**src/rtl/div_pkg.sv**
```systemverilog
// Shared definitions for the execute-stage divider (op codes, FSM states).
// XLEN is common with the multiplier unit.
package div_pkg;

    localparam int XLEN  = 32;
    localparam int CNT_W = 6;

    // funct3[1:0] of the RV32M divide group
    localparam logic [1:0] DIV_OP_DIV  = 2'b00;
    localparam logic [1:0] DIV_OP_DIVU = 2'b01;
    localparam logic [1:0] DIV_OP_REM  = 2'b10;
    localparam logic [1:0] DIV_OP_REMU = 2'b11;

    typedef enum logic [1:0] {
        IDLE = 2'b00,
        CALC = 2'b01,
        DONE = 2'b10
    } div_state_t;

endpackage

```
**src/rtl/div_step.sv**
```systemverilog
// One radix-2 restoring division iteration: shift {rem,quo} left, trial
// subtract divisor on XLEN+1 bits, keep the difference if non-negative.
// Ports: rem/quo/divisor in, rem_next/quo_next out (purely combinational).
module div_step #(
    parameter int XLEN = div_pkg::XLEN
) (
    input  logic [XLEN-1:0] rem,
    input  logic [XLEN-1:0] quo,
    input  logic [XLEN-1:0] divisor,
    output logic [XLEN-1:0] rem_next,
    output logic [XLEN-1:0] quo_next
);

    logic [XLEN:0] trial;
    logic [XLEN:0] diff;
    logic          fits;

    // rem < divisor holds between steps, so the shifted remainder needs
    // one extra bit and a non-negative difference always fits in XLEN.
    assign trial = {rem, quo[XLEN-1]};
    assign diff  = trial - {1'b0, divisor};
    assign fits  = ~diff[XLEN];

    always_comb begin
        rem_next = trial[XLEN-1:0];
        if (fits) begin
            rem_next = diff[XLEN-1:0];
        end
        quo_next = {quo[XLEN-2:0], fits};
    end

endmodule

```
**src/rtl/div_unit.sv**
```systemverilog
// Iterative RV32M divider (DIV/DIVU/REM/REMU), fixed 32-cycle latency.
// Ports: clk, rst_n, start/op/a/b request, kill flush; busy, out_valid, c.
module div_unit
    import div_pkg::*;
#(
    parameter int XLEN  = div_pkg::XLEN,
    parameter int CNT_W = div_pkg::CNT_W
) (
    input  logic            clk,
    input  logic            rst_n,
    input  logic            start,
    input  logic [1:0]      op,
    input  logic [XLEN-1:0] a,
    input  logic [XLEN-1:0] b,
    input  logic            kill,
    output logic            busy,
    output logic            out_valid,
    output logic [XLEN-1:0] c
);

    localparam logic [XLEN-1:0] MIN_NEG = {1'b1, {(XLEN-1){1'b0}}};

    div_state_t state;
    div_state_t state_next;

    logic [XLEN-1:0]  rem;
    logic [XLEN-1:0]  quo;
    logic [XLEN-1:0]  divisor;
    logic [CNT_W-1:0] cnt;
    logic             rem_sel;
    logic             q_neg;
    logic             r_neg;
    logic             div0;
    logic             ovf;

    logic [XLEN-1:0]  rem_next;
    logic [XLEN-1:0]  quo_next;
    logic [XLEN-1:0]  q_fin;
    logic [XLEN-1:0]  r_fin;
    logic [XLEN-1:0]  result;
    logic             accept;
    logic             last;
    logic             sgn;

    assign accept = (state == IDLE) && start && !kill;
    assign last   = (cnt == CNT_W'(XLEN-1));
    assign sgn    = ~op[0];

    div_step #(.XLEN(XLEN)) u_step (
        .rem      (rem),
        .quo      (quo),
        .divisor  (divisor),
        .rem_next (rem_next),
        .quo_next (quo_next)
    );

    always_ff @(posedge clk or negedge rst_n) begin
        if (!rst_n) begin
            state <= IDLE;
        end else begin
            state <= state_next;
        end
    end

    always_comb begin
        state_next = state;
        unique case (state)
            IDLE: if (start && !kill) state_next = CALC;
            CALC: begin
                if (kill) begin
                    state_next = IDLE;
                end else if (last) begin
                    state_next = DONE;
                end
            end
            DONE: state_next = IDLE;
            default: state_next = IDLE;
        endcase
    end

    assign busy      = (state != IDLE);
    assign out_valid = (state == DONE);

    // With a zero divisor every trial succeeds, so rem ends up holding
    // |a|; re-applying the dividend sign yields a, the required REM result.
    always_comb begin
        q_fin  = q_neg ? -quo_next : quo_next;
        r_fin  = r_neg ? -rem_next : rem_next;
        result = rem_sel ? r_fin : q_fin;
        if (div0) begin
            result = rem_sel ? r_fin : '1;
        end else if (ovf) begin
            result = rem_sel ? '0 : MIN_NEG;
        end
    end

    always_ff @(posedge clk or negedge rst_n) begin
        if (!rst_n) begin
            rem     <= '0;
            quo     <= '0;
            divisor <= '0;
            cnt     <= '0;
            rem_sel <= 1'b0;
            q_neg   <= 1'b0;
            r_neg   <= 1'b0;
            div0    <= 1'b0;
            ovf     <= 1'b0;
            c       <= '0;
        end else if (accept) begin
            rem     <= '0;
            quo     <= (sgn && a[XLEN-1]) ? -a : a;
            divisor <= (sgn && b[XLEN-1]) ? -b : b;
            cnt     <= '0;
            rem_sel <= op[1];
            q_neg   <= sgn && (a[XLEN-1] ^ b[XLEN-1]);
            r_neg   <= sgn && a[XLEN-1];
            div0    <= (b == '0);
            ovf     <= sgn && (a == MIN_NEG) && (b == '1);
        end else if (state == CALC) begin
            rem <= rem_next;
            quo <= quo_next;
            cnt <= cnt + 1'b1;
            if (last && !kill) begin
                c <= result;
            end
        end
    end

endmodule

```
**config.mk**
```make
export PLATFORM = sky130hd
export DESIGN_NAME = div_unit
export DESIGN_NICKNAME = d
export VERILOG_FILES = /design/src/rtl/div_pkg.sv /design/src/rtl/div_step.sv /design/src/rtl/div_unit.sv
export SDC_FILE = /design/constraint.sdc
export NUM_CORES = 1
export LEC_CHECK = 0
export BUFFER_PORTS_ARGS = -buffer_cell sky130_fd_sc_hd__buf_2
export CELL_PAD_IN_SITES_DETAIL_PLACEMENT = 2
export CELL_PAD_IN_SITES_GLOBAL_PLACEMENT = 2
export CORE_UTILIZATION = 39
export DETAILED_ROUTE_END_ITERATION = 8
export GPL_ROUTABILITY_DRIVEN = 0
export PLACE_DENSITY_LB_ADDON = 0.12
export SETUP_SLACK_MARGIN = 0.3
export SLEW_MARGIN = 20
export SYNTH_ARGS = -nofsm -noshare
export SYNTH_HDL_FRONTEND = slang
export SYNTH_SLANG_ARGS = --single-unit
```
**constraint.sdc**
```tcl
create_clock -name clk -period 11.55 [get_ports clk]
set_input_delay 2.31 -clock clk [delete_from_list [all_inputs] [get_ports clk]]
set_output_delay 2.31 -clock clk [all_outputs]
set_load 0.05 [all_outputs]
```
==> metrics.md <==
| Metric | Value |
|---|---|
| Status | finished, final reports clean |
| Starting Density | 0.3975 |
| GRT Overall Usage | 0.3025 |
| CTS Hold Buffers Added | 0 |
| First-pass GRT wire length | 66.76 mm |
| Flops & latches, synth | 141 |
| Drt drc | 0 |
| Core area | 27,780 um2 |
| Setup crit end kind | register |
| CTS resizes | 0 |
| Final Skew | 18.49 ps |
| Clk buf depth | 2 |
| Placement Setup Slack | 6131 ps |
| Slowest CP cell | nor3_2 |
| Synth Instances | 1,373 |
| Ant diodes | 0 |
| CTS tree | built |
| Worst Path Required | 11,920 ps |
| HP Class | register to register |
| RSZ-0062 raised after global routing | false |
| Die extent in x | 170.3 um |
| FFs w/ async S/R, synth | 1.000 |
| Max_slew headroom | 0.3707 |
| Number of buffers created by CTS | 17 |
| Setup WS post-layout | 5934 ps |
| Worst path max stage delay | 560 ps |
| Setup TNS | 0 ps |
| Critical path peak fanout | 39 |
| Slew @ Worst Pin | 944.0 ps |
| Ratio of cells with drive above 1 in the final layout | 0.1242 |
| DRT Wirelength | 42.33 mm |
| Via count | 10,880 |
| Post-DRT Antenna Nets | 0 |
| Final-report hold violation count | 0 |
| Die Y | 170.3 um |
| Synth Warn # | 0 |
| Peak VDD IR | 0.0001314 V |
| Post-CTS Setup Bufs | 0 |
| Design Power | 3.384 mW |
| Synth area leaders | dfrtp_1 32%, o21ai_0 8.2%, xnor2_1 6.9%, a21oi_1 4.7%, nand2_1 4.5% |
| Largest area contributor in the netlist | dfrtp_1 |
| EDFF count, synth | 0 |
| CP Launch Type | register |
| Max-slew violation count | 0 |
| Critical path depth | 22 |
| Top Family by Delay on Critical Path | simple AND/OR/NAND/NOR gates |
| Fin crit period | 5616 ps |
| Hpwl dp | 31.82 mm |
| Most common library cells after synthesis | 180 x o21ai_0, 141 x dfrtp_1, 133 x nand2_1 |
| Largest net degree at the start of global routing | 94 |
| Worst Reg-to-Reg Cells | 22 |
| Critical path, cell by cell | inv_1 > ha_1 > inv_1 > fa_1 > a211oi_2 > nor4_4 > o21ai_2 > a2111oi_4 > nor3_2 > nor2_8 > inv_4 > ha_1 > nand2b_1 > nand3b_1 > nand2b_1 > nand2b_1 > o31ai_1 > xnor2_1 > nor2_1 > o21ai_0 > o21ai_0 > a21oi_1 |
| Num rows | 61 |
| Area Overhead vs Synth | 12.11% |
| Pleak | 5.374 nW |
| Vias per cell | 5.981 |
| Syn_area_per_cell | 8.042 um2 |
| Synth cell types | 79 |
| Final nets | 1,536 |
| Sequential share of the synthesized area | 0.3195 |
| Mapped Area | 11,040 um2 |
| Vias in the first global route | 11,490 |
| Critical path buffers and inverters | 3 |
| Fin crit share | 0.4863 |
| Top cell type's share of synthesized area | 0.3195 |
| Drt initial violations | 549 |
| Clock latency on the worst-skew pair | 440 ps |
| Final core utilization | 0.4456 |
| Grt total ovfl | 0 |
| CP most frequent cell | nand2b_1 |
| Hold WS | 468.1 ps |
| Root buffer cell | clkbuf_16 |
| Fmax | 0.1781 GHz |
| Data arrival, critical path | 5990 ps |
| Sink Count | 141 |
| H-tree depth | 4 |
| Top-count cell post-synth | o21ai_0 |
| Initial antenna violation count | 1 |
| Synth Flop Type | dfrtp_1 |
| Worst setup path category | register to register |
| Number of cells on the worst hold path | 2 |
| Clock-pin slew on the worst setup and hold paths | 70 ps |
| Post-Syn Nets | 1,481 |
| Total iterations of the first detailed-routing run | 5 |
| DIE AREA | 28,990 um2 |
| I/O Pins | 104 |
| Max Cap Viol | 0 |
| Final Setup Violations | 0 |
| IO Port Bufs | 103 |
| Drt wl/cell | 23.27 um |
| Pwr dens | 273.4 nW/um2 |
## registers in the layout (all words and copies together) (netlist names)
name and flops:
q_neg 1, state 2, rem_sel 1, r_neg 1
quo 32, divisor 32, ovf 1, div0 1
c 32, cnt 6, rem 32
## worst min-delay path, stage by stage (launching register included)
cell and delay, ps:
dfrtp_1 340, nand2_1 50, nand2_1 50
## stage by stage
stage / std cells / area (um2)
after global routing: 1819 / 12380
after detailed placement: 1787 / 11820
after floorplan: 1373 / 11040
after CTS: 1819 / 12380
final: 1819 / 12380
after global placement: 1787 / 11820
## where the power goes
part / leakage, nW / switching (mW) / internal (mW)
clock: 0.285 / 0.258 / 0.290
sequential: 1.83 / 0.184 / 0.604
combinational: 3.26 / 1.33 / 0.717
## routing by layer
metal / global-route usage / vias up / part of all wire
met1: 0.4215 / 5528 / 0.48
met5: 0 / - / 0.00024
met2: 0.4822 / 232 / 0.46
li1: - / 5062 / -
met3: 0.04070 / 55 / 0.034
met4: 0.09557 / 2 / 0.025
## final cells by class
class,count,area [um2]
clock buffer,18,439.2
clock inverter,14,123.9
fill,3239,15400
inverter,61,231.5
multi-input combinational,1092,6972
sequential,141,3528
tap,378,473.0
timing repair buffer,115,611.8
## final timing paths
path | from | endpoint | slack, ps
worst max register to register | quo[31] | c[30] | 5930
min in group asynchronous | rst_n | divisor[13] | 1930
worst min-delay path | c[9] | c[9] | 470
worst min register to register | c[9] | c[9] | 470
worst max-delay path | quo[31] | c[30] | 5930
max in group asynchronous | rst_n | state[0] | 8340
## kinds of logic after synthesis
family / synth area share
AOI/OAI and AO/OA: 0.2563
and+or+nand+nor: 0.1918
xor gates and xnor gates: 0.1126
DFF: 0.3195
buffers and inverters: 0.05043
adders and majority gates: 0.04374
muxes: 0.02550
## cells in the final DEF (no fill, tap or decap), drive strengths merged, types with 25 or more instances in the layout
cell,n
buf,115
inv,69
ha,37
xor2,55
mux2i,27
xnor2,87
nand2,133
o21ai,188
a21oi,105
nor2,89
nor4,25
a22oi,31
dfrtp,141
nand3,49
o31ai,27
No activity file was read; power rests on OpenSTA's default activity.
